`config.mk`:
```
export PLATFORM = sky130hd
export DESIGN_NAME = mm_result_serializer
export DESIGN_NICKNAME = d
export VERILOG_FILES = /design/src/rtl/mm_result_serializer.sv
export SDC_FILE = /design/constraint.sdc
export NUM_CORES = 1
export LEC_CHECK = 0
export CAP_MARGIN = 15
export CORE_MARGIN = 3
export CORE_UTILIZATION = 44
export DETAILED_ROUTE_END_ITERATION = 7
export PLACE_DENSITY_LB_ADDON = 0.12
export SKIP_LAST_GASP = 1
export SLEW_MARGIN = 20
export SYNTH_ARGS = -nofsm -noshare
export SYNTH_HDL_FRONTEND = slang
export SYNTH_SLANG_ARGS = --single-unit
```
`constraint.sdc`:
```
create_clock -name clk -period 8.45 [get_ports clk]
set_input_delay 2.535 -clock clk [delete_from_list [all_inputs] [get_ports clk]]
set_output_delay 2.535 -clock clk [all_outputs]
set_load 0.01 [all_outputs]
```
`src/rtl/mm_result_serializer.sv`:
```
// Captures one block of parallel result rows from the matmul bridge and
// re-emits it row-major as BEAT_WIDTH beats under valid/ready flow control.
module mm_result_serializer #(
    parameter int WIDTH_OUT     = 16,
    parameter int CHUNK_SIZE    = 4,
    parameter int NUM_CORES_A   = 1,
    parameter int NUM_CORES_B   = 1,
    parameter int TOTAL_MODULES = 2,
    parameter int TOTAL_INPUT_W = 2,
    parameter int BEAT_WIDTH    = WIDTH_OUT * CHUNK_SIZE,
    localparam int ROW_WIDTH    = WIDTH_OUT * CHUNK_SIZE * NUM_CORES_A * NUM_CORES_B * TOTAL_MODULES,
    localparam int BEATS        = ROW_WIDTH / BEAT_WIDTH,
    localparam int ROW_BITS     = (TOTAL_INPUT_W > 1) ? $clog2(TOTAL_INPUT_W) : 1,
    localparam int BEAT_BITS    = (BEATS > 1) ? $clog2(BEATS) : 1
) (
    input  logic                  clk,
    input  logic                  rst,
    input  logic                  in_valid,
    input  logic [ROW_WIDTH-1:0]  in_data [TOTAL_INPUT_W],
    output logic                  in_ready,
    output logic                  out_valid,
    input  logic                  out_ready,
    output logic [BEAT_WIDTH-1:0] out_data,
    output logic [ROW_BITS-1:0]   out_row,
    output logic                  out_last_row_beat,
    output logic                  out_last,
    output logic                  busy,
    output logic                  overrun_err,
    output logic [15:0]           block_cnt
);

    // Handshake rules: a beat transfers on any rising edge where out_valid &&
    // out_ready; a block is captured on any rising edge where in_valid &&
    // in_ready, otherwise an asserted in_valid is dropped and flagged.

    if (ROW_WIDTH % BEAT_WIDTH != 0) begin : g_bad_beat_width
        $error("mm_result_serializer: ROW_WIDTH must be a multiple of BEAT_WIDTH");
    end

    localparam logic [BEAT_BITS-1:0] BEAT_MAX = BEAT_BITS'(BEATS - 1);
    localparam logic [ROW_BITS-1:0]  ROW_MAX  = ROW_BITS'(TOTAL_INPUT_W - 1);

    typedef enum logic {
        IDLE   = 1'b0,
        STREAM = 1'b1
    } state_t;

    state_t               state;
    state_t               state_next;
    logic [ROW_WIDTH-1:0] cap [TOTAL_INPUT_W];
    logic [ROW_BITS-1:0]  row;
    logic [BEAT_BITS-1:0] beat;
    logic                 capture;
    logic                 block_done;
    logic                 row_end;
    logic                 block_end;

    assign row_end   = (beat == BEAT_MAX);
    assign block_end = row_end && (row == ROW_MAX);

    always_comb begin
        state_next = state;
        in_ready   = 1'b0;
        capture    = 1'b0;
        block_done = 1'b0;
        case (state)
            IDLE: begin
                in_ready = 1'b1;
                if (in_valid) begin
                    capture    = 1'b1;
                    state_next = STREAM;
                end
            end
            STREAM: begin
                // Final-beat handshake frees the capture register in the same
                // cycle so a waiting block starts with no bubble.
                if (out_ready && block_end) begin
                    block_done = 1'b1;
                    in_ready   = 1'b1;
                    if (in_valid) begin
                        capture = 1'b1;
                    end else begin
                        state_next = IDLE;
                    end
                end
            end
            default: state_next = IDLE;
        endcase
    end

    always_ff @(posedge clk) begin
        if (rst) begin
            state       <= IDLE;
            row         <= '0;
            beat        <= '0;
            block_cnt   <= '0;
            overrun_err <= 1'b0;
            for (int i = 0; i < TOTAL_INPUT_W; i++) begin
                cap[i] <= '0;
            end
        end else begin
            state <= state_next;
            if (in_valid && !in_ready) begin
                overrun_err <= 1'b1;
            end
            if (capture) begin
                for (int i = 0; i < TOTAL_INPUT_W; i++) begin
                    cap[i] <= in_data[i];
                end
                row  <= '0;
                beat <= '0;
            end else if (state == STREAM && out_ready) begin
                if (row_end) begin
                    beat <= '0;
                    row  <= row + ROW_BITS'(1);
                end else begin
                    beat <= beat + BEAT_BITS'(1);
                end
            end
            if (block_done) begin
                block_cnt <= block_cnt + 16'd1;
            end
        end
    end

    assign busy      = (state == STREAM);
    assign out_valid = busy;
    assign out_row   = busy ? row : '0;

    // Qualified by busy so that the idle/reset view of the beat flags is 0,
    // which matters when BEATS==1 and beat==BEAT_MAX permanently.
    assign out_last_row_beat = busy && row_end;
    assign out_last          = busy && block_end;

    always_comb begin
        out_data = '0;
        if (busy) begin
            out_data = cap[row][beat*BEAT_WIDTH +: BEAT_WIDTH];
        end
    end

endmodule

```
After elaboration in Yosys (flattened, before gate mapping) --
Memory sizes are Yosys's and may differ from the RTL's. A register that Yosys moved wholly into a read port is not among the register bits. Index checks and enable logic that the tools add are counted.
Operators by class: add/subtract/negate cells 3, multipliers 0, divide/modulo/power cells 0, $lt $le $gt $ge 0, equality and inequality tests 0, shift operators 1, muxes and demuxes 20, bitwise gates (word level) 3, reductions and logical operators 9
Operators with widths (count):
- $mux W128 | 2
- $shiftx A128 B8 Y64 | 1
- $mux W64 | 1
- $add A16 B1 Y16 const B | 1
- $mux W1 | 14
- $logic_and A1 B1 Y1 | 6
- $pmux W1 S2 | 3
- $add A1 B1 Y1 const B | 2
- $or A1 B1 Y1 | 2
- $reduce_and A2 Y1 | 1
- $reduce_or A2 Y1 | 1
- $logic_not A1 Y1 | 1
- $not A1 Y1 | 1
Storage, ports and cells: register bits after elaboration 20, bits in latches 0, memory bits (writable) 256, memory bits (read-only) 0, input port bits 260, logic and storage cells 42, memories kept 1
Memories:
- cap | depth 2, bits a word 128, read ports 1, clocked after memory_dff 1, write ports 2, line 50 | logic [ROW_WIDTH-1:0] cap [TOTAL_INPUT_W];

Depth between registers and ports, before layout --
Gate-level depths: netlist (run 1).
depth in word-level cells 8, depth in mapped cells 7

Worst setup path after synthesis (run 1) --
No wires, ideal clock.
path kind in2reg, start point input rst, end point memory cap[0][0] in the netlist's numbering, enable pin, setup time 0.619 ns, arrival time 7.995 ns, required time 7.831 ns, slack -0.165 ns, cell stages on the path 2, buffers on the path 1, cells stage by stage buf_1 > a21o_1
RTL lines:
- from (decl) | line 17 | input logic rst,
- to (decl) | line 50

Worst setup path in the final report (run 1) --
start point input out_ready, end point output in_ready
On the way: longest elaborated chain between the ends 3
RTL lines:
- from (decl) | line 22 | input logic out_ready,
- $logic_and A1 B1 Y1 | line 77 | if (out_ready && block_end) begin
- $mux W1 | line 77
- $pmux W1 S2 | line 66 | case (state)
- to (decl) | line 20 | output logic in_ready,
No other way between the ends.

==> reports/results.ini, run 1 <==
[global_route]
grt_max_degree=142
grt_usage_pct=18.26
grt_busiest_layer=met2
antenna_found_initial=4
met3_usage_pct=5.237
grt_pass1_vias=7751
overflow=0
met1_usage_pct=23.24
grt_pass1_wl_um=43570
use_met2_pct=31.04

[finish]
nets=1394
drive_above_1_share_pct=11.05
area_growth_pct=36.06
register_area_mm2=0.008117
multi_input_area_mm2=0.004005
final_cell_area_mm2=0.01712
nFillCells=2231
final_util_pct=61.10

[run_status]
status=finished, final reports clean

[clock_network]
cts_sinks=277
post_cts_buffers=0
hold_buffers=0
clockBufferDepth=3
root_buffer=clkbuf_16
clk_latency_ps=550
cts.repair.resized=0
tritoncts=yes
cts_max_level=1
cts_buffers=31
clk_pin_slew_worst_paths_ps=60

[sta]
skew_ps=18.94
rsz0062_at_grt=false
finalCritPeriodShare_pct=77.37
holdWs_ps=468.2
hold_viol=0
report.final.setup_viol=0
tns_ps=0
slew_headroom_pct=36.47
clock.fmax_ghz=0.1530
drv_slew=0
period_minus_slack_ps=6538
worstMarginPinSlew_ps=953.0

[worst_setup_path]
crit_path_start=out_ready
setup.worst_path.end=in_ready
reg2reg_depth=4
r2r_setup_slack_ps=5500
cp-start-kind=input pin
r2r-start=busy$_SDFF_PP0_
cp_data_required_time_ps=5920
critPathArrivalTime_ps=4000
path_class=in -> out
critPathCaptureType=output pin
r2r_end=cap[1][76]$_SDFFCE_PN0P_
crit_fanout=4

[yosys]
async_reset_ff_share_pct=0
synth.distinct_cells=37
ys_ff_latch=277
yosysWarnings=0
syn_area_mm2=0.01258
synth_edf_count=256
synth_top_area_cell=edfxtp_1
syn_inst=802
syn_area_per_cell_um2=15.69
ys_top_cells_by_area=edfxtp_1 (61%), and2_1 (16%), mux4_2 (11%)
ys_seq_area_share_pct=64.45
synthesis.nets=1063
synth_flop_cell=edfxtp_1
synth.top_cell.area_share_pct=61.11

[flow_run]
maxCapViolations=0

[die]
die_h_um=175.1
num_rows=61
ios=347
die_x_um=175.1
coreArea_mm2=0.02801
initial_core_util_pct=44.91
dieArea_mm2=0.03065

[pwr]
leakagePower_nw=6.241
ir_worst_vdd_v=0.0001396
power.density_mw_per_mm2=188.6

[worst_hold_path]
hold_class=reg -> reg

[route]
drc=0
drt_pass1_iterations=5
wire_per_inst_um=18.45
num_vias=7440
wl_um=28380
ant_nets=0
viasPerCell=4.837
drtIter0Drc=488

[placement]
dpl-instance-area_mm2=0.01614
io_buffers=346
gp_congestion=0.7733
dp_hpwl_um=18780

-- cell type report --
type / instances / share of cell area [%]
Sequential cell: 277 / 47.42
Timing Repair Buffer: 353 / 20.62
Inverter: 4 / 0.08773
Tap cell: 378 / 2.763
Multi-Input combinational cell: 466 / 23.40
Antenna cell: 2 / 0.02924
Clock buffer: 39 / 4.708
Clock inverter: 19 / 0.9723
-- placed cells by master (no fill, tap or decap), types with 8 or more instances in the layout --
cell type        count
clkbuf_1             8
clkdlybuf4s50_1    346
clkbuf_16           31
edfxtp_1           256
and2_1             322
nor2_1              22
clkinv_1             8
mux4_2              64
xnor2_1              9
dfxtp_1             18
-- cell usage after synthesis (2+ instances only) --
library cell,n
nand3_1,5
buf_4,7
clkbuf_1,8
buf_1,5
and2_1,322
o21ai_0,2
mux4_2,64
xor2_1,3
xnor2_1,9
a21oi_1,5
dfxtp_1,21
buf_8,2
nand2_1,6
edfxtp_1,256
nor4_4,2
nor2_1,22
nor3_1,4
buf_2,7
nor4_1,2
nand4_4,2
nand2b_1,2
a31o_2,2
inv_1,4
buf_6,26
or3_1,2
-- worst max-delay path: stages --
cell	delay, ps
clkdlybuf4s50_1	600
nand3_2	120
nand2_1	150
clkdlybuf4s50_1	590
-- worst min-delay path by stage --
stage | from | endpoint | slack, ps | depth (start not counted)
finish | overrun_err$_SDFFE_PP0P_ | overrun_err$_SDFFE_PP0P_ | 470 | 2
global route | overrun_err$_SDFFE_PP0P_ | overrun_err$_SDFFE_PP0P_ | 500 | 2
detailed placement | overrun_err$_SDFFE_PP0P_ | overrun_err$_SDFFE_PP0P_ | 460 | 2
CTS | overrun_err$_SDFFE_PP0P_ | overrun_err$_SDFFE_PP0P_ | 480 | 2
global placement | overrun_err$_SDFFE_PP0P_ | overrun_err$_SDFFE_PP0P_ | 450 | 2
floorplan | overrun_err$_SDFFE_PP0P_ | overrun_err$_SDFFE_PP0P_ | 500 | 2
-- sequential cells by signal (all words and copies together), names as in the netlist, named ones only --
register	count
row	1
cap	256
busy	1
beat	1
overrun_err	1
block_cnt	16
-- per-layer routing --
layer / part of all wire [%] / up-vias
li1: - / 3550
met1: 40 / 3576
met2: 49 / 269
met3: 8.0 / 41
met4: 2.5 / 4
met5: 0.081 / -
-- metrics by stage --
stage / setup slack, ps / std cells / power, mW
after floorplan: 2103 / 802 / 1.800
after global placement: 1915 / 1478 / 1.967
after detailed placement: 1907 / 1478 / 1.974
final: 1912 / 1538 / 3.228
after global routing: 1824 / 1538 / 3.350
after CTS: 1899 / 1536 / 3.269
-- report_power, final --
| group | switching (mW) | internal, mW | leakage [nW] |
|---|---|---|---|
| Sequential | 0.0274 | 1.60 | 2.93 |
| Combinational | 0.111 | 0.200 | 2.83 |
| Clock | 0.525 | 0.762 | 0.475 |
| Total | 0.664 | 2.56 | 6.24 |
-- cells by family (layout without fill, tap and decap cells) --
| logic type | Yosys count | count (layout) | share of synthesized area (%) |
|---|---|---|---|
| fa+ha+maj | 1 | 1 | 0.09945 |
| flops | 277 | 277 | 64.45 |
| simple gates | 376 | 376 | 18.69 |
| mux | 66 | 66 | 11.63 |
| other cells | 0 | 2 | 0 |
| xor+xnor | 12 | 12 | 0.8356 |
| buf+inv | 59 | 415 | 3.770 |
| compound gates | 11 | 11 | 0.5272 |
(Power assumes the default switching activity.)
==> run 2: changes to the inputs <==
--- a/config.mk
+++ b/config.mk
@@ -7,7 +7,7 @@
 export LEC_CHECK = 0
 export CAP_MARGIN = 15
 export CORE_MARGIN = 3
-export CORE_UTILIZATION = 44
+export CORE_UTILIZATION = 49
 export DETAILED_ROUTE_END_ITERATION = 7
 export PLACE_DENSITY_LB_ADDON = 0.12
 export SKIP_LAST_GASP = 1
==> constraint.sdc (replaced) <==
create_clock -name clk -period 6.8 [get_ports clk]
set_input_delay 2.04 -clock clk [delete_from_list [all_inputs] [get_ports clk]]
set_output_delay 2.04 -clock clk [all_outputs]
set_load 0.01 [all_outputs]
==> run 2 against run 1 <==
Count of clock-buffer cells in the layout down 4; via count grew 1.5%; non-clock buffer count is 1 higher.
==> reports/results.ini, run 2 (same netlist as run 1, synthesis figures left out) <==
[sta]
skew_ps=5.772
worstMarginPinSlew_ps=1114
rsz0062_at_grt=false
finalCritPeriodShare_pct=82.86
holdWs_ps=531.2
clock.fmax_ghz=0.1775
period_minus_slack_ps=5634
tns_ps=0
slew_headroom_pct=25.74
fin_ws_ps=1166
drv_slew=0
hold_viol=0
report.final.setup_viol=0

[global_route]
antenna_found_initial=5
grt_pass1_vias=7849
grt_usage_pct=20.01
grt_busiest_layer=met2
met1_usage_pct=25.42
met3_usage_pct=5.880
use_met2_pct=33.46
grt_max_degree=100
grt_pass1_wl_um=43700
overflow=0

[worst_hold_path]
min_path_cells=2
hold_start=overrun_err$_SDFFE_PP0P_
hold_class=reg -> reg
holdPathEnd=overrun_err$_SDFFE_PP0P_

[worst_setup_path]
cp_top_family=buffers and inverters
cp_data_required_time_ps=4760
critPathArrivalTime_ps=3590
slowest_delay_ps=590
critPathBufInv=2
path_class=in -> out
cp-start-kind=input pin
crit_fanout=4
r2r-start=beat$_SDFFE_PP0P_
critPathCaptureType=output pin
worstPathCellList=clkdlybuf4s50_1 -> nand3_2 -> nand2_1 -> clkdlybuf4s50_1
r2r_setup_slack_ps=3630
cp_common_cell=clkdlybuf4s50_1
cp_slowest_cell=clkdlybuf4s50_1
reg2reg_depth=5
r2r_end=cap[0][74]$_SDFFCE_PN0P_

[flow_run]
maxCapViolations=0

[finish]
final_cell_area_mm2=0.01700
final_common_cell=clkdlybuf4s50_1
largest_reg_flops=256
nets=1393
register_area_mm2=0.008117
nFillCells=1804
final_util_pct=67.51
top_regs=cap (256), block_cnt (16)
multi_input_area_mm2=0.004005
area_growth_pct=35.14
layoutNonFillerInstCount=1485
final_cell_mix=clkdlybuf4s50_1 (346), and2_1 (322), edfxtp_1 (256)
drive_above_1_share_pct=10.95
largest_register=cap

[pwr]
netSwitchingFraction_pct=20.41
switchingPower_mw=0.7928
p_total_mw=3.884
power.density_mw_per_mm2=228.5
p_comb_share_pct=9.8
internal_power_mw=3.092
ir_worst_vdd_v=0.0001378
leakagePower_nw=6.215
p_clk_share_pct=37.8
power_frac_seq_pct=52.3

[placement]
gp_congestion=0.7419
place_inst=1431
pre_cts_ws_ps=1178
io_buffers=346
dpl-instance-area_mm2=0.01612
dp_hpwl_um=18880

[clock_network]
clk_latency_ps=530
clockBufferDepth=3
cts.repair.resized=0
post_cts_buffers=0
cts_max_level=1
root_buffer=clkbuf_16
clk_pin_slew_worst_paths_ps=60
cts_buffers=29
hold_buffers=0
cts_sinks=277
tritoncts=yes

[route]
ant_nets=0
wire_per_inst_um=18.94
drtIter0Drc=556
drt_pass1_iterations=5
viasPerCell=5.086
drc=0
wl_um=28130
num_vias=7552

[die]
coreArea_mm2=0.02518
initial_core_util_pct=49.96
num_rows=58
dieArea_mm2=0.02763
die_h_um=166.2
die_x_um=166.2
ios=347

[run_status]
status=finished, final reports clean

[run 2: layout make-up]
type,instances,area share (%)
Antenna cell,4,0.05888
Tap cell,330,2.429
Sequential cell,277,47.74
Multi-Input combinational cell,466,23.56
Inverter,4,0.08832
Clock buffer,35,4.401
Timing Repair Buffer,354,21.02
Clock inverter,15,0.6992
[run 2: power groups by stage]
| stage | registers [mW] | clock network [mW] | logic, mW |
|---|---|---|---|
| final | 2.03 | 1.47 | 0.383 |
| after global routing | 2.05 | 1.56 | 0.414 |
| after CTS | 2.04 | 1.50 | 0.388 |
| after detailed placement | 2.07 | 0 | 0.386 |
| after global placement | 2.06 | 0 | 0.381 |
| after floorplan | 2.05 | 0 | 0.184 |
[run 2: tightest hold or removal path: stages, from the launching register on]
cell	delay [ps]
dfxtp_1	370
a31oi_1	60
nor2_1	70
[run 2: layer usage]
metal,vias up,share of wire [%],wire length [µm]
li1,3549,-,-
met1,3679,39,10970
met2,276,50,14130
met3,46,8.1,2267
met4,2,2.6,741
met5,-,0.046,13
[run 2: worst max-delay path by stage]
stage	startpoint	to	slack, ps	cells after the start
after floorplan	rst	cap[0][0]$_SDFFCE_PN0P_	950	2
after global placement	out_ready	in_ready	1180	4
after detailed placement	out_ready	in_ready	1180	4
after CTS	out_ready	in_ready	1170	4
after global routing	out_ready	in_ready	1080	4
final	out_ready	in_ready	1170	4
